**src/rtl/imem_loader.sv**
```systemverilog
`default_nettype none
// ============================================================================
//  Module   : imem_loader
//  Purpose  : Write-side companion to the instruction ROM. Zero-fills the
//             instruction memory, then accepts a program as a byte stream
//             over a valid/ready handshake. It packs the bytes into 32-bit
//             big-endian words and writes each word through the memory
//             write port. The CPU is held in reset for the whole load.
//  Revision : 1.0 - initial release
// ----------------------------------------------------------------------------
//  Ports
//    clk         in   1       rising-edge clock
//    reset       in   1       synchronous, active-high
//    start       in   1       1-cycle pulse; begins a load (IDLE/DONE only)
//    in_data     in   8       program byte; first byte of a word -> [31:24]
//    in_valid    in   1       in_data is valid
//    in_last     in   1       marks the final byte of the program
//    in_ready    out  1       loader accepts a byte this cycle
//    mem_we      out  1       instruction-memory write strobe
//    mem_addr    out  ADDR_W  word-aligned byte address of the write
//    mem_wdata   out  32      write data
//    cpu_hold    out  1       high for the whole load
//    done        out  1       load complete; held until start or reset
//    error       out  1       sticky: partial last word or overflow
//    word_count  out  32      program words written (zero-fill excluded)
// ============================================================================
module imem_loader #(
    parameter int DEPTH  = 32,
    parameter int ADDR_W = 32
) (
    input  logic              clk,
    input  logic              reset,
    input  logic              start,
    input  logic [7:0]        in_data,
    input  logic              in_valid,
    input  logic              in_last,
    output logic              in_ready,
    output logic              mem_we,
    output logic [ADDR_W-1:0] mem_addr,
    output logic [31:0]       mem_wdata,
    output logic              cpu_hold,
    output logic              done,
    output logic              error,
    output logic [31:0]       word_count
);

    // word index must be able to hold DEPTH itself to flag overflow
    localparam int                 c_IDX_W    = $clog2(DEPTH + 1);
    localparam int                 c_CLR_W    = (DEPTH > 1) ? $clog2(DEPTH) : 1;
    localparam logic [c_CLR_W-1:0] c_CLR_LAST = c_CLR_W'(DEPTH - 1);
    localparam logic [c_IDX_W-1:0] c_IDX_FULL = c_IDX_W'(DEPTH);

    localparam logic [2:0] c_IDLE  = 3'd0;
    localparam logic [2:0] c_CLEAR = 3'd1;
    localparam logic [2:0] c_RECV  = 3'd2;
    localparam logic [2:0] c_WRITE = 3'd3;
    localparam logic [2:0] c_DONE  = 3'd4;

    logic [2:0]         r_state;
    logic [c_CLR_W-1:0] r_clr_idx;
    logic [c_IDX_W-1:0] r_word_idx;
    logic [1:0]         r_byte_cnt;
    logic [31:0]        r_word;
    logic               r_last;     // word being written ends the program
    logic               r_partial;  // word being written is short
    logic               r_error;
    logic [31:0]        r_word_count;

    logic               w_accept;
    logic               w_overflow;
    logic               w_wr_ok;
    logic [31:0]        w_word_next;

    assign w_accept   = in_valid && (r_state == c_RECV);
    assign w_overflow = (r_word_idx == c_IDX_FULL);
    assign w_wr_ok    = (r_state == c_WRITE) && !w_overflow;

    // Drop the incoming byte into its big-endian lane; lanes not yet filled
    // stay zero, which pads a short final word.
    always_comb begin
        w_word_next = r_word;
        case (r_byte_cnt)
            2'd0:    w_word_next[31:24] = in_data;
            2'd1:    w_word_next[23:16] = in_data;
            2'd2:    w_word_next[15:8]  = in_data;
            default: w_word_next[7:0]   = in_data;
        endcase
    end

    always_ff @(posedge clk) begin
        if (reset) begin
            r_state      <= c_IDLE;
            r_clr_idx    <= '0;
            r_word_idx   <= '0;
            r_byte_cnt   <= '0;
            r_word       <= '0;
            r_last       <= 1'b0;
            r_partial    <= 1'b0;
            r_error      <= 1'b0;
            r_word_count <= '0;
        end else begin
            case (r_state)
                c_IDLE, c_DONE: begin
                    if (start) begin
                        r_state      <= c_CLEAR;
                        r_clr_idx    <= '0;
                        r_word_idx   <= '0;
                        r_byte_cnt   <= '0;
                        r_word       <= '0;
                        r_error      <= 1'b0;
                        r_word_count <= '0;
                    end
                end
                c_CLEAR: begin
                    if (r_clr_idx == c_CLR_LAST) begin
                        r_state <= c_RECV;
                    end else begin
                        r_clr_idx <= r_clr_idx + 1'b1;
                    end
                end
                c_RECV: begin
                    if (w_accept) begin
                        r_word     <= w_word_next;
                        r_byte_cnt <= r_byte_cnt + 1'b1;
                        if ((r_byte_cnt == 2'd3) || in_last) begin
                            r_state   <= c_WRITE;
                            r_last    <= in_last;
                            r_partial <= in_last && (r_byte_cnt != 2'd3);
                        end
                    end
                end
                c_WRITE: begin
                    // Past the end of memory the word is dropped but the
                    // source is still drained up to its last byte.
                    if (w_overflow) begin
                        r_error <= 1'b1;
                    end else begin
                        r_word_idx   <= r_word_idx + 1'b1;
                        r_word_count <= r_word_count + 32'd1;
                    end
                    if (r_partial) begin
                        r_error <= 1'b1;
                    end
                    r_word     <= '0;
                    r_byte_cnt <= '0;
                    r_state    <= r_last ? c_DONE : c_RECV;
                end
                default: r_state <= c_IDLE;
            endcase
        end
    end

    always_comb begin
        in_ready   = (r_state == c_RECV);
        cpu_hold   = (r_state == c_CLEAR) || (r_state == c_RECV) || (r_state == c_WRITE);
        done       = (r_state == c_DONE);
        error      = r_error;
        word_count = r_word_count;
        mem_we     = 1'b0;
        mem_addr   = '0;
        mem_wdata  = '0;
        if (r_state == c_CLEAR) begin
            mem_we   = 1'b1;
            mem_addr = ADDR_W'({r_clr_idx, 2'b00});
        end else if (w_wr_ok) begin
            mem_we    = 1'b1;
            mem_addr  = ADDR_W'({r_word_idx, 2'b00});
            mem_wdata = r_word;
        end
    end

endmodule
`default_nettype wire

```
**config.mk**
```make
export PLATFORM = sky130hd
export DESIGN_NAME = imem_loader
export DESIGN_NICKNAME = d
export VERILOG_FILES = /design/src/rtl/imem_loader.sv
export SDC_FILE = /design/constraint.sdc
export NUM_CORES = 1
export LEC_CHECK = 0
export ABC_AREA = 1
export CORE_ASPECT_RATIO = 1.2
export CORE_MARGIN = 5
export CORE_UTILIZATION = 49
export DETAILED_ROUTE_END_ITERATION = 8
export PLACE_DENSITY = 0.84
export SLEW_MARGIN = 10
export SYNTH_ARGS = -nofsm -noshare
export SYNTH_HDL_FRONTEND = slang
export SYNTH_SLANG_ARGS = --single-unit
```
**constraint.sdc**
```tcl
create_clock -name clk -period 2.2 [get_ports clk]
set_input_delay 0.66 -clock clk [delete_from_list [all_inputs] [get_ports clk]]
set_output_delay 0.66 -clock clk [all_outputs]
set_load 0.03 [all_outputs]
```
# After elaboration in Yosys (flattened, before gate mapping)
# Cells that the tools add are included.
[op_classes]
reduce_logical = 24
add_sub_neg = 4
mux = 34
eq_ne = 21
[ops]
columns = ["cell", "n"]
rows = [
  ["two-way mux 32 bit", 5],
  ["case mux 32 bit (3 select lines)", 1],
  ["case mux 32 bit (2 select lines)", 1],
  ["two-way mux 8 bit", 6],
  ["adder 32 x 1 -> 32 bit, second input constant", 1],
  ["AND reduction 4 bit", 5],
  ["two-way mux 3 bit", 5],
  ["AND reduction 3 bit", 5],
  ["two-way mux 6 bit", 2],
  ["inequality test 2 bit, second input constant", 6],
  ["case mux 3 bit (4 select lines)", 1],
  ["case mux 6 bit (2 select lines)", 1],
  ["two-way mux 5 bit", 2],
  ["inequality test 2 x 1 -> 1 bit, second input constant", 5],
  ["case mux 5 bit (2 select lines)", 1],
  ["adder 6 x 1 -> 6 bit, second input constant", 1],
  ["== test 3 x 2 -> 1 bit, second input constant", 2],
  ["== test 6 bit, second input constant", 1],
  ["case mux 2 bit (3 select lines)", 1],
  ["adder 5 x 1 -> 5 bit, second input constant", 1],
  ["== test 5 bit, second input constant", 1],
  ["two-way mux 1 bit", 5],
  ["== test 2 bit, second input constant", 2],
  ["two-way mux 2 bit", 2],
  ["other kinds (15)", 20],
]
[word_totals]
output_inout_bits = 101
reg_bits = 83
word_cells = 95
in_bits = 13

# Logic depth before layout (Yosys ltp)
# Gate-level depths: netlist of run 1.
[depth]
ltp_word = 5
ltp_mapped = 12
depth_no_buf = 12

# Worst setup path after synthesis of run 1
# No wires, ideal clock.
[synth_path]
path_kind = "register -> output"
startpoint = "register r_word_idx[0]"
endpoint = "output port mem_addr[2]"
stages_incl_launch_ff = 9
n_path_buf = 1
slack_ns = -0.316
t_arrival_ns = 1.856
path_cell_list = "dfxtp_1 -> inv_1 -> ha_1 -> nand2_1 -> inv_1 -> nand3_1 -> nand2_4 -> clkbuf_1 -> o21ai_0"
[synth_via]
elab_chain_len = 5
[synth_lines]
columns = ["element", "line_no", "text"]
rows = [
  ["start, declared", "61", "logic [c_IDX_W-1:0] r_word_idx;"],
  ["start signal, assigned", "138", "r_word_idx <= r_word_idx + 1'b1;"],
  ["== test 6 bit", "75", "assign w_overflow = (r_word_idx == c_IDX_FULL);"],
  ["logical NOT 1 bit", "76", "assign w_wr_ok = (r_state == c_WRITE) && !w_overflow;"],
  ["logical AND 1 bit", "76", ""],
  ["two-way mux 8 bit *", "165", "end else if (w_wr_ok) begin"],
  ["two-way mux 8 bit *", "162", "if (r_state == c_CLEAR) begin"],
  ["end, declared", "39", "output logic [ADDR_W-1:0] mem_addr,"],
]
# Mark *: on every way between the ends. The rest lies on a longest branch, timed or not.

# Worst setup path in the final report of run 1
[layout_path]
startpoint = "register r_word_idx[1]"
endpoint = "output port mem_wdata[9]"
[layout_via]
elab_chain_len = 5
[layout_lines]
columns = ["element", "line_no", "text"]
rows = [
  ["== test 6 bit", "75", ""],
  ["logical NOT 1 bit", "76", ""],
  ["logical AND 1 bit", "76", ""],
  ["two-way mux 32 bit", "165", ""],
  ["two-way mux 32 bit", "162", ""],
  ["end, declared", "40", "output logic [31:0] mem_wdata,"],
]
# Every way passes these cells.

==> results of run 1 <==
[how the worst min path moves through the flow]
stage,to
2_1_floorplan,r_partial$_SDFFE_PP0P_
3_3_place_gp,r_partial$_SDFFE_PP0P_
3_5_place_dp,r_partial$_SDFFE_PP0P_
4_1_cts,r_partial$_SDFFE_PP0P_
5_1_grt,r_partial$_SDFFE_PP0P_
6_report,r_partial$_SDFFE_PP0P_
[cell usage in the layout, fill, tap and decap left out, types with 2 or more instances in the layout]
master and count:
nand2_2 2, nor3_1 6, nand3_1 25, buf_6 38
clkbuf_16 3, o21ai_1 17, o21ai_0 34, dfxtp_1 81
o21ai_2 3, inv_1 97, buf_4 19, inv_2 3
clkbuf_8 11, o21bai_1 4, dlymetal6s2s_1 9, o21ai_4 3
dlygate4sd2_1 2, nor2_1 79, ha_1 8, nor2_2 19
clkdlybuf4s50_1 35, buf_16 2, nand3b_1 6, a21oi_1 65
a211oi_1 2, inv_4 2, buf_12 11, conb_1 26
nand2_1 125, nor2_4 23, nand4_1 14, nand2_4 2
[per-layer routing]
layer  wire length, um  share of wire  vias up
li1                  -              -     2306
met1              4940           0.37     2274
met2              7090           0.54      233
met3               891          0.067       34
met4               321          0.024        0
met5                 0              0        -
[area by class of cell]
cell class	count	area, um2
Tap cell	120	150
Clock inverter	5	60.1
Clock buffer	11	151
Fill cell	679	2640
Timing Repair Buffer	121	1420
Multi-Input combinational cell	470	2460
Sequential cell	83	1670
Inverter	103	392
[timing repair]
action / 4_1_cts / 5_1_grt
endpoints found under the setup margin: 42 / 49
gates cloned: 2 / 3
gates resized for setup: 81 / 41
hold buffers: 0 / 0
buffers inserted: 3 / 2
hold endpoints to repair: 0 / 0
pin swaps: 2 / 3
[worst max-delay path: stages (launching register included)]
cell       delay, ns
dfxtp_4         0.38
inv_4           0.04
ha_4            0.14
nand2_2         0.07
inv_2           0.05
nand3_4         0.08
nand2_8         0.12
clkbuf_16       0.19
nor2_4          0.12
buf_6           0.14
[state kept, by name (all words and copies together) (netlist names)]
name	flops
error	1
r_byte_cnt	2
r_clr_idx	5
r_last	1
r_partial	1
r_state	3
r_word	32
r_word_idx	6
word_count	32
[stage by stage]
step / setup slack [ns] / total power (uW) / utilization
global placement: 0.126 / 4440 / 0.616
detailed placement: 0.0485 / 4540 / 0.616
CTS: -0.148 / 5870 / 0.678
global route: -0.240 / 6440 / 0.705
floorplan: -0.107 / 3630 / -
finish: -0.170 / 6100 / 0.705
[logic make-up after synthesis]
kind of cell | after synthesis | synth area share
AO/OA/AOI/OAI | 129 | 0.152
adder cells (fa/ha/maj) | 9 | 0.0253
buffers and inverters | 150 | 0.154
flip-flops | 83 | 0.374
other | 1 | 0.000844
AND/OR/NAND/NOR | 306 | 0.293
[power by group]
group          switching [uW]  total (uW)  internal, uW
Clock                     592        1180           591
Combinational            1760        2840          1080
Sequential                223        2080          1850
==> flow_summary.toml, run 1 <==
[outcome]
status = "complete, but fails checks"
violations = "negative setup slack"

[pwr]
peakVddDrop_v = 0.000755
p_leak_uw = 0.00259
power_density_nw_per_um2 = 967

[global_routing]
grt_pass1_vias = 4708
top_usage_layer = "met2"
grt_max_degree = 35
grtUsageMet1 = 0.242
gr-usage-met3 = 0.0567
antenna_found_initial = 0
grt_overflow = 0
grtUsageMet2 = 0.437
grt_pass1_wl_mm = 21.1
grt.total_usage = 0.230

[route]
via_per_inst = 5.31
drc = 0
firstDrtPassIters = 5
initialDrtViolationCount = 290
vias = 4847
ant_nets = 0
drt-total-wl_mm = 13.2
post_drt_wl_per_cell_um = 14.5

[clock_tree]
insertion_delay_ns = 0.37
cts_tree = "done"
htree_levels = 3
numCtsBuffers = 9
cts-root-buf = "clkbuf_8"
numClockSinks = 83
cts_buffer_depth = 2
path_clk_slew_ns = 0.08

[floorplanning]
rows = 38
fp.dieW_um = 96.9
die_h_um = 114
io_pins = 114
initial_core_util = 0.497
fp.coreArea_um2 = 8940
dieArea_um2 = 11100

[worst_setup_path]
r2r_setup_slack_ns = 0.31
cp-endpoint = "mem_wdata[9]"
reg2reg_depth = 9
crit_fanout = 7
cp.arrival_ns = 1.71
timing.rr.start = "word_count[0]$_SDFFE_PP0P_"
r2r_end = "word_count[30]$_SDFFE_PP0P_"
startpoint_type = "flip-flop"
end_kind = "primary output"
worst_ep_required_time_ns = 1.54
setup.worst_path.class = "reg -> out"
critPathLaunch = "r_word_idx[1]$_SDFFE_PP0P_"

[place]
place.gp.congestion = 0.954
placed_cells = 887
dpl.hpwl_mm = 8.81
place_area_um2 = 5510
port-buffer-count = 87

[synthesis]
synth_area_um2 = 4440
synthTopCellsByArea = "dfxtp_1 37%, nand2_1 11%, nor2_1 9.5%, inv_1 8.4%, a21oi_1 7.3%"
synthCells = 678
avgSynthCellArea_um2 = 6.55
async_flop_share = 0
yosysSeqAreaShare = 0.374
ys_ff_latch = 83
ys_top_cells_by_count = "127 x nand2_1, 112 x nor2_1, 100 x inv_1"
yosysWarnings = 0
ys.flop_type = "dfxtp_1"
synth_cell_types = 30
synth_edf_count = 0
synth.most_common_cell = "nand2_1"
synth_largest_area_cell = "dfxtp_1"
synth_top_area_frac = 0.374

[cells_and_area]
nets = 810
syn_to_final_growth_pct = 41.8
diodes = 0
design_area_um2 = 6300
final_cells = 913
final_layout_size_suffix_gt1_frac = 0.194

[hold_path]
min_path_cells = 2
hp-class = "reg -> reg"
min-delay-start = "r_partial$_SDFFE_PP0P_"

[sta]
skew_ns = 0.00946
finalSetupViolCount = 39
tns_ns = -5.45
fmax_mhz = 422
min_period_ns = 2.37
period_share = 1.08
rsz0062_at_grt = "yes"
finalHoldViolCount = 0
holdWs_ns = 0.471
finalWorstSetupSlack_ns = -0.170
drv_slew = 0

[flow_run]
drv_cap = 0
No activity file was read; power rests on OpenSTA's default activity.
==> run 2, diff against run 1 <==
--- a/config.mk
+++ b/config.mk
@@ -6,11 +6,12 @@
 export NUM_CORES = 1
 export LEC_CHECK = 0
 export ABC_AREA = 1
+export CAP_MARGIN = 0
 export CORE_ASPECT_RATIO = 1.2
 export CORE_MARGIN = 5
 export CORE_UTILIZATION = 49
 export DETAILED_ROUTE_END_ITERATION = 8
-export PLACE_DENSITY = 0.84
+export PLACE_DENSITY = 0.91
 export SLEW_MARGIN = 10
 export SYNTH_ARGS = -nofsm -noshare
 export SYNTH_HDL_FRONTEND = slang
==> flow_summary.toml, run 2 (same netlist as run 1, synthesis figures left out) <==
[outcome]
status = "complete, but fails checks"
violations = "negative setup slack"

[route]
post_drt_wl_per_cell_um = 14.5
top_layer_used = "met4"
route.met2.wl_mm = 6.99
via_per_inst = 5.15
firstDrtPassIters = 5
drt-met1-wl_mm = 4.81
dr_wl_met3_mm = 1.05
ant_nets = 0
drc = 0
drt-total-wl_mm = 13.2
vias = 4715
initialDrtViolationCount = 383

[pwr]
peakVddDrop_v = 0.000768
p_leak_uw = 0.00247
power.total_uw = 5940
power_density_nw_per_um2 = 962

[worst_setup_path]
startpoint_type = "flip-flop"
cp.arrival_ns = 1.72
setup.worst_path.class = "reg -> out"
end_kind = "primary output"
worst_ep_required_time_ns = 1.54
crit_fanout = 5

[global_routing]
grt.total_usage = 0.228
grt_pass1_wl_mm = 21.1
grt_max_degree = 30
antenna_found_initial = 0
grt_overflow = 0
grt_pass1_vias = 4586

[sta]
slew_headroom = 0.579
min_period_ns = 2.38
skew_ns = 0.00979
worstMarginPinSlew_ns = 0.631
finalSetupViolCount = 39
finalHoldViolCount = 0
period_share = 1.08
fmax_mhz = 420
rsz0062_at_grt = "yes"
drv_slew = 0
finalWorstSetupSlack_ns = -0.179

[clock_tree]
cts_buffer_depth = 2
path_clk_slew_ns = 0.09
cts-root-buf = "clkbuf_8"
cts_tree = "done"
numClockSinks = 83
htree_levels = 3
numCtsBuffers = 9
insertion_delay_ns = 0.36

[cells_and_area]
final_cell_mix = "125 x nand2_1, 97 x inv_1, 86 x nor2_1"
final_common_cell = "nand2_1"
final_cells = 915
diodes = 0
syn_to_final_growth_pct = 38.9
nets = 812
final_layout_size_suffix_gt1_frac = 0.189
fillers = 677

[floorplanning]
io_pins = 114
initial_core_util = 0.497
rows = 38
fp.dieW_um = 96.9
die_h_um = 114
dieArea_um2 = 11100
fp.coreArea_um2 = 8940

[place]
place.gp.congestion = 0.925
port-buffer-count = 87
dpl.hpwl_mm = 8.55
placed_cells = 887

[hold_path]
hp-class = "reg -> reg"

[flow_run]
drv_cap = 0
run 2: changes by cell type in the layout (fill, tap and decap cells not counted), sizes merged:
cell / before / now
buf: 71 / 76
dlygate4sd2: 2 / 3
inv: 103 / 106
clkdlybuf4s50: 35 / 39
dlymetal6s2s: 9 / 4
clkbuf: 15 / 10
clkinvlp: 1 / 0
run 2: path summary, 6_finish.rpt:
check	slack [ns]	depth (start not counted)	end	start
max reg2reg	0.22	9	r_word_idx[1]$_SDFFE_PP0P_	r_word_idx[1]$_SDFFE_PP0P_
max	-0.18	8	mem_wdata[9]	r_state[1]$_SDFFE_PP0P_
min reg2reg	0.46	2	r_partial$_SDFFE_PP0P_	r_partial$_SDFFE_PP0P_
min	0.46	2	r_partial$_SDFFE_PP0P_	r_partial$_SDFFE_PP0P_
run 2: critical path, stage by stage (launching register included):
cell	delay (ns)
dfxtp_4	0.36
buf_6	0.10
nand2_2	0.07
nor2_4	0.20
nand2_8	0.11
buf_12	0.15
buf_12	0.14
nor2_4	0.10
buf_6	0.14
run 2: routing by layer:
metal,GRT usage,up-vias
li1,-,2321
met1,0.237,2141
met2,0.430,215
met3,0.0579,38
met4,0.102,0
met5,0,-
run 2: area by class of cell:
class / count / area [um2] / area share
inverter: 103 / 387 / 0.0626
tap: 120 / 150 / 0.0243
multi-input combinational: 470 / 2430 / 0.394
sequential: 83 / 1670 / 0.270
clock inverter: 7 / 81.3 / 0.0132
clock buffer: 9 / 124 / 0.0201
timing repair buffer: 123 / 1330 / 0.216
run 2: metrics by stage:
stage | instance area [um2] | setup WS (ns) | util | setup TNS, ns | hold WS, ns
floorplan | 4570 | -0.107 | - | -2.57 | 0.418
global placement | 5480 | -0.0231 | 0.613 | -0.0622 | 0.429
detailed placement | 5480 | -0.0640 | 0.613 | -0.160 | 0.434
CTS | 6070 | -0.183 | 0.679 | -4.76 | 0.447
global route | 6170 | -0.251 | 0.691 | -6.75 | 0.503
finish | 6170 | -0.179 | 0.691 | -3.99 | 0.462
run 2: what timing repair did:
item	in CTS	in global routing
resized for setup	71	31
hold buffers	0	0
pin swaps	3	8
buffers inserted	9	2
cloned	2	0
setup endpoints to repair	43	45
run 2: power by group:
group	switching (uW)	internal (uW)
clock network	610	545
registers	216	1860
logic	1700	1010
